$ cat config.mk
export PLATFORM = sky130hd
export DESIGN_NAME = pwm_capture
export DESIGN_NICKNAME = d
export VERILOG_FILES = /design/src/rtl/pwm_capture_pkg.sv /design/src/rtl/pwm_capture_sync_edge.sv /design/src/rtl/pwm_capture.sv
export SDC_FILE = /design/constraint.sdc
export NUM_CORES = 1
export LEC_CHECK = 0
export CAP_MARGIN = 5
export CORE_MARGIN = 5
export CORE_UTILIZATION = 45
export DETAILED_ROUTE_END_ITERATION = 8
export PLACE_DENSITY = 0.71
export SKIP_CTS_REPAIR_TIMING = 1
export SLEW_MARGIN = 5
export SYNTH_ARGS = -nofsm -noshare
export SYNTH_HDL_FRONTEND = slang
export SYNTH_SLANG_ARGS = --single-unit
$ cat constraint.sdc
create_clock -name clk -period 2.5 [get_ports clk]
set_input_delay 0.5 -clock clk [delete_from_list [all_inputs] [get_ports clk]]
set_output_delay 0.5 -clock clk [all_outputs]
set_load 0.01 [all_outputs]
$ cat src/rtl/pwm_capture_pkg.sv
// Shared definitions for the PWM capture block: FSM state encoding and
// default sizing constants used by the top level and the bench.
package pwm_capture_pkg;

    // Default counter width and dead-line limit (100 MHz clock, 20 ms).
    localparam int CAPTURE_SIZE    = 21;
    localparam int CAPTURE_TIMEOUT = 2000000;

    // Measurement FSM states.
    typedef enum logic [1:0] {
        IDLE = 2'd0,
        HIGH = 2'd1,
        LOW  = 2'd2
    } captureState_t;

endpackage : pwm_capture_pkg

$ cat src/rtl/pwm_capture_sync_edge.sv
// Two-flop synchronizer followed by a history register, producing the
// synchronized level and single-cycle rise/fall pulses. Reusable for any
// slow asynchronous digital input (encoder channels, IR, beacons).
module pwm_capture_sync_edge (
    input  logic clk,
    input  logic reset,
    input  logic dataIn,
    output logic level,
    output logic rise,
    output logic fall
);

    logic sync0;
    logic sync1;
    logic prev;

    // Synchronizer chain plus one-cycle history for edge detection.
    always_ff @(posedge clk) begin
        if (reset) begin
            sync0 <= 1'b0;
            sync1 <= 1'b0;
            prev  <= 1'b0;
        end else begin
            sync0 <= dataIn;
            sync1 <= sync0;
            prev  <= sync1;
        end
    end

    // Edges are taken between the synchronized level and its history, so
    // rising and falling edges see identical delay.
    always_comb begin
        level = sync1;
        rise  = sync1 & ~prev;
        fall  = ~sync1 & prev;
    end

endmodule : pwm_capture_sync_edge

$ cat src/rtl/pwm_capture.sv
// Pulse-train receiver: measures high time and rising-to-rising period of
// PulseIn in clk cycles, strobes Valid for each complete cycle and raises a
// sticky Timeout when no rising edge arrives within TIMEOUT cycles.
module pwm_capture
    import pwm_capture_pkg::*;
#(
    parameter int SIZE    = CAPTURE_SIZE,
    parameter int TIMEOUT = CAPTURE_TIMEOUT
) (
    input  logic            clk,
    input  logic            reset,
    input  logic            PulseIn,
    output logic [SIZE-1:0] Width,
    output logic [SIZE-1:0] Period,
    output logic            Valid,
    output logic            Timeout,
    output logic            Level
);

    localparam logic [SIZE-1:0] CNT_ONE   = SIZE'(1);
    localparam logic [SIZE-1:0] CNT_LIMIT = SIZE'(TIMEOUT);

    logic rise;
    logic fall;

    // Current state is kept as a named signal so checkers can bind to it.
    captureState_t state;
    captureState_t stateNext;

    logic [SIZE-1:0] periodCnt;
    logic [SIZE-1:0] periodCntNext;
    logic [SIZE-1:0] highCnt;
    logic [SIZE-1:0] highCntNext;
    logic [SIZE-1:0] widthNext;
    logic [SIZE-1:0] periodNext;
    logic            validNext;
    logic            timeoutNext;
    logic            cntAtLimit;

    pwm_capture_sync_edge syncEdge (
        .clk    (clk),
        .reset  (reset),
        .dataIn (PulseIn),
        .level  (Level),
        .rise   (rise),
        .fall   (fall)
    );

    // The period counter is the only one that can reach the limit; the high
    // counter never runs ahead of it, so neither counter can wrap.
    assign cntAtLimit = (periodCnt == CNT_LIMIT);

    // State, counters and published outputs all update together.
    always_ff @(posedge clk) begin
        if (reset) begin
            state     <= IDLE;
            periodCnt <= '0;
            highCnt   <= '0;
            Width     <= '0;
            Period    <= '0;
            Valid     <= 1'b0;
            Timeout   <= 1'b0;
        end else begin
            state     <= stateNext;
            periodCnt <= periodCntNext;
            highCnt   <= highCntNext;
            Width     <= widthNext;
            Period    <= periodNext;
            Valid     <= validNext;
            Timeout   <= timeoutNext;
        end
    end

    // Next-state, counter and output decode. A rise in LOW takes priority
    // over the limit check so a period of exactly TIMEOUT still measures.
    always_comb begin
        stateNext     = state;
        periodCntNext = periodCnt;
        highCntNext   = highCnt;
        widthNext     = Width;
        periodNext    = Period;
        validNext     = 1'b0;
        timeoutNext   = Timeout;

        case (state)
            IDLE: begin
                // First edge only arms the measurement; nothing to publish.
                if (rise) begin
                    stateNext     = HIGH;
                    periodCntNext = CNT_ONE;
                    highCntNext   = CNT_ONE;
                end
            end

            HIGH: begin
                if (cntAtLimit) begin
                    stateNext     = IDLE;
                    periodCntNext = '0;
                    highCntNext   = '0;
                    timeoutNext   = 1'b1;
                end else begin
                    periodCntNext = periodCnt + CNT_ONE;
                    if (fall) begin
                        stateNext = LOW;
                    end else begin
                        highCntNext = highCnt + CNT_ONE;
                    end
                end
            end

            LOW: begin
                if (rise) begin
                    stateNext     = HIGH;
                    widthNext     = highCnt;
                    periodNext    = periodCnt;
                    validNext     = 1'b1;
                    timeoutNext   = 1'b0;
                    periodCntNext = CNT_ONE;
                    highCntNext   = CNT_ONE;
                end else if (cntAtLimit) begin
                    stateNext     = IDLE;
                    periodCntNext = '0;
                    highCntNext   = '0;
                    timeoutNext   = 1'b1;
                end else begin
                    periodCntNext = periodCnt + CNT_ONE;
                end
            end

            default: begin
                stateNext     = IDLE;
                periodCntNext = '0;
                highCntNext   = '0;
            end
        endcase
    end

endmodule : pwm_capture
---- Word level (Yosys, flattened, before mapping) ----
Index checks and enable logic that the tools add are counted.
word-level totals
  bits in writable memories ............... 0
  bits in latches ......................... 0
  memories kept ........................... 0
  output and inout bits ................... 45
  ROM bits ................................ 0
  flip-flop bits (word level) ............. 91
  input port bits ......................... 3
operators by class
  magnitude comparators ................... 0
  div/mod/pow operators ................... 0
  equal/unequal tests ..................... 7
  bitwise operators ....................... 5
  shift operators ......................... 0
  reduce and logical (&&, ||, !) cells .... 6
  $add $sub $neg .......................... 2
  multiply operators ...................... 0
  mux-type cells .......................... 19
operators with widths
  operator                 number
  $mux W21                 7
  $pmux W21 S3             2
  $add A21 B1 Y21 const B  2
  $eq A21 B21 Y1 const B   1
  $mux W2                  5
  $ne A3 B3 Y1 const B     3
  $pmux W2 S3              1
  $reduce_and A3 Y1        2
  $mux W1                  3
  $not A1 Y1               3
  $and A1 B1 Y1            2
  $eq A2 B1 Y1 const B     1
  $eq A2 B2 Y1 const B     1
  $logic_not A2 Y1         1
  $ne A2 B2 Y1 const B     1
  $pmux W1 S2              1
  $reduce_and A2 Y1        1
  $reduce_bool A2 Y1       1
  $reduce_or A2 Y1         1

---- Depth between registers and ports, before layout ----
Gate-level depths: netlist (run 1).
  depth in word-level cells ............... 5
  mapped depth ............................ 10
  gate-level depth less buffers ........... 7

---- By module ----
Synthesis (run 1) repeated with hierarchy kept, for this count alone.
unflattened totals
  cell total of the unflattened synthesis .. 524
  area total of the unflattened synthesis .. 4175.3 µm²
modules (own cells, without submodules)
  module                 instances  cells each  area an instance (µm²)  sequential area each (µm²)
  pwm_capture            1          516         4083.9                  1761.7
  pwm_capture_sync_edge  1          8           91.3                    60.1

---- Worst setup path after synthesis (run 1) ----
No wires, ideal clock.
  path type ............................... register to register
  start point ............................. register state[0]
  end point ............................... register periodCnt[18]
  clock period less this slack ............ 2.090 ns
  setup slack ............................. 0.410 ns
  cell stages (with the launch flop) ...... 9
  path buffers ............................ 2
  library setup time ...................... 0.117 ns
  arrival ................................. 1.973 ns
  cell sequence ........................... dfxtp_1 inv_1 ha_1 clkbuf_1 clkbuf_1 a2111oi_2 nand3_1 xor2_1 nor2_1
between the ends
  longest elaborated chain between the ends .. 2
  elaborated cells on any way between the ends .. 5
ends and longest elaborated chain
  what                                          RTL line           source
  start: declaration                            pwm_capture.sv:27  captureState_t state;
  start signal: assignment                      pwm_capture.sv:64  state <= stateNext;
  $eq A2 B2 Y1 (tied with other cells)          pwm_capture.sv:85  case (state)
  $pmux W21 S3 or $ne A2 B2 Y1 (tied branches)  -
  end signal: assignment                        pwm_capture.sv:65  periodCnt <= periodCntNext;
  end: declaration                              pwm_capture.sv:30  logic [SIZE-1:0] periodCnt;
Parallel ways exist; a longest one is shown, timed or not.
A chain may end at the register's enable or synchronous reset.

---- Worst setup path in the final report (run 1) ----
  start point ............................. register periodCnt[8]
  end point ............................... register highCnt[17]
between the ends
  longest elaborated chain between the ends .. 3
  elaborated cells on any way between the ends .. 6
ends and longest elaborated chain
  what                                                         RTL line           source
  $eq A21 B21 Y1 *                                             pwm_capture.sv:51  assign cntAtLimit = (periodCnt == CNT_LIMIT);
  $ne A3 B3 Y1 (no line) or $mux W21 (tied branches)           -
  $reduce_and A3 Y1 (no line) or $pmux W21 S3 (tied branches)  -
  end signal: assignment                                       pwm_capture.sv:66  highCnt <= highCntNext;
  end: declaration                                             pwm_capture.sv:32  logic [SIZE-1:0] highCnt;
Every way passes the cells marked *; elsewhere a longest branch is shown, timed or not.

==> results of run 1 <==
path summary, 6_finish.rpt:
check / start / endpoint / slack [ns]
max reg2reg: periodCnt[8]$_SDFFE_PP0N_ / highCnt[17]$_SDFFE_PP0P_ / 0.13
min: syncEdge.sync0$_SDFF_PP0_ / syncEdge.level$_SDFF_PP0_ / 0.45
min reg2reg: syncEdge.sync0$_SDFF_PP0_ / syncEdge.level$_SDFF_PP0_ / 0.45
max: periodCnt[8]$_SDFFE_PP0N_ / highCnt[17]$_SDFFE_PP0P_ / 0.13
layout make-up:
cell class	instances	area [um^2]	area share
Tap cell	108	135	0.0275
Inverter	11	41.3	0.00841
Sequential cell	91	1820	0.371
Timing Repair Buffer	64	606	0.123
Clock inverter	6	65.1	0.0133
Clock buffer	9	124	0.0252
Multi-Input combinational cell	371	2120	0.431
metal layers:
metal	vias to the layer above	GRT usage
li1	1866	-
met3	18	0.0339
met5	-	0
met2	103	0.286
met4	0	0.0749
met1	1717	0.241
where the power goes:
| part | internal [mW] | switching [mW] |
|---|---|---|
| combinational | 0.176 | 0.332 |
| sequential | 1.47 | 0.0308 |
| clock | 0.458 | 0.517 |
| total | 2.10 | 0.879 |
registers in the layout, summed over array words and instances (netlist names):
register and flops:
periodCnt 21, Timeout 1, Width 21, syncEdge.prev 1
syncEdge.level 1, highCnt 21, syncEdge.sync0 1, state 2
Valid 1, Period 21
Yosys cell counts, types with 2 or more instances:
cell	n	area share
or3_1	5	0.0077
inv_1	11	0.010
xor2_1	13	0.028
a311oi_1	2	0.0043
or4_1	11	0.020
o32ai_1	2	0.0043
o21a_1	3	0.0055
nand2_1	113	0.10
xnor2_1	3	0.0065
a22oi_1	3	0.0055
o31ai_1	6	0.011
a2111oi_2	2	0.0074
a211oi_1	4	0.0074
nand3b_1	3	0.0055
dfxtp_1	91	0.45
buf_2	4	0.0049
a31oi_1	4	0.0062
and4_1	2	0.0043
o211ai_1	4	0.0074
nand2b_1	4	0.0062
ha_1	7	0.022
and3_1	7	0.011
nor2_1	25	0.023
nor2b_1	5	0.0077
a21oi_1	68	0.084
nand4_1	12	0.018
buf_1	2	0.0018
nor4_1	3	0.0046
clkbuf_1	21	0.019
a2111oi_0	6	0.013
o21ai_0	7	0.0086
and2_1	3	0.0046
nand3_1	18	0.022
nor3_1	7	0.0086
metrics by stage:
step / setup WS [ns] / util / area [um^2]
after floorplan: 0.410 / - / 4070
after global placement: 0.242 / 0.535 / 4690
after detailed placement: 0.159 / 0.535 / 4690
after CTS: 0.140 / 0.557 / 4880
after global routing: 0.00317 / 0.560 / 4910
final: 0.130 / 0.560 / 4910
logic make-up after synthesis:
logic type,share of synthesized area
and+or+nand+nor,0.264
AOI/OAI and AO/OA,0.190
DFF,0.448
buffers and inverters,0.0391
xor gates and xnor gates,0.0345
adders and majority gates,0.0215
muxes,0.00246
==> reports/results.txt, run 1 <==
Vias -> 3704
First-pass GRT wire length -> 16700 um
GP Congestion -> 0.852
CP max stage cell -> or4_1
Outcome -> complete, no violations
Min-Delay Path Class -> reg -> reg
Total power -> 2.98 mW
Synthesized area per cell -> 8.13 um^2
Ports -> 48
Worst Tran Pin Value -> 0.601 ns
Num CTS Buffers -> 9
Chip width -> 105 um
Crit. End Element -> flop
CP peak stage delay -> 0.65 ns
Syn Std Cell Area -> 4070 um^2
# placed instances -> 644
Detail Route met2 WL -> 4450 um
Port Buffers -> 47
Final WL -> 9930 um
N_diodes -> 0
Critical path, cell by cell -> or4_1 -> a211oi_4 -> a22oi_2 -> or4_1 -> a21oi_1
Ys Warns -> 0
Crit Path Class -> reg -> reg
Largest net degree at the start of global routing -> 30
Normalized max-slew margin -> 0.598
Worst path bufs/invs -> 0
Worst-Skew Late Latency -> 0.37 ns
Post-route ant nets -> 0
Post-DP HPWL -> 7070 um
DR WL/cell -> 15.0 um
Period utilization -> 0.948
Core area -> 8760 um^2
Initial antenna violation count -> 0
WP depth -> 5
DIE AREA -> 11000 um^2
Most used DFF post-synth -> dfxtp_1
Vias in the first global route -> 3506
Hold WS -> 0.447 ns
Most common cell after layout, fill and taps aside -> nand2_1
Req. time, crit path -> 2.80 ns
RSZ-0062 raised after global routing -> no
Post-synth EDFFs -> 0
Cell variety after synth -> 53
# DRC -> 0
Arr. time, crit path -> 2.68 ns
Via-to-Cell Ratio -> 5.61
Leakage power -> 1.61 nW
Layout area overhead -> 20.7%
Register area share after synthesis -> 0.448
Max Used Layer -> met4
Layout Nets -> 558
Total Routing Usage GR -> 0.180
Critical path's top delay family -> simple AND/OR/NAND/NOR gates
Clock Skew -> 0.0130 ns
Layout fillers -> 805
Max FO, Critical Path -> 11
Final hold vios -> 0
Met3 wire length -> 568 um
TNS Setup -> 0 ns
Layout cell share with drive strength beyond 1 -> 0.0815
Final Setup Violations -> 0
Worst-path clk slew -> 0.09 ns
1st-iter DRT viols -> 314
Setup crit start kind -> flop
Clk sink count -> 91
Maximum clock rate -> 0.422 GHz
Power Density -> 607 nW/um^2
Most frequent cells in the layout -> nand2_1, dfxtp_1, a21oi_1, clkdlybuf4s50_1, nor2_1
Syn Nets -> 510
Cells after synthesis -> 500
Final Slew Violations -> 0
Drt pass-1 iters -> 5
Async SR Flop Fraction -> 0
Worst hold path depth -> 1
Initial Utilization -> 0.464
#FFs+latches synth -> 91
CTS max path bufs -> 2
Clock root buffer -> clkbuf_8
Maximum VDD drop -> 0.346 mV
Most used cell, CP -> or4_1
H-tree levels -> 3
R2R cell count -> 5
FP Rows -> 34
Crit path time final -> 2.37 ns
Fin cells -> 660
Grt total ovfl -> 0
CTS tree -> done
Met1 wire length -> 4720 um
Die height -> 105 um
Max-cap violations -> 0
Power figures use the tool's default switching activity.
==> inputs of run 2 (changes only) <==
--- a/config.mk
+++ b/config.mk
@@ -9,6 +9,7 @@
 export CORE_MARGIN = 5
 export CORE_UTILIZATION = 45
 export DETAILED_ROUTE_END_ITERATION = 8
+export GPL_ROUTABILITY_DRIVEN = 0
 export PLACE_DENSITY = 0.71
 export SKIP_CTS_REPAIR_TIMING = 1
 export SLEW_MARGIN = 5
==> results of run 2 <==
No change in the layout: final DEF, timing and power equal those of run 1.
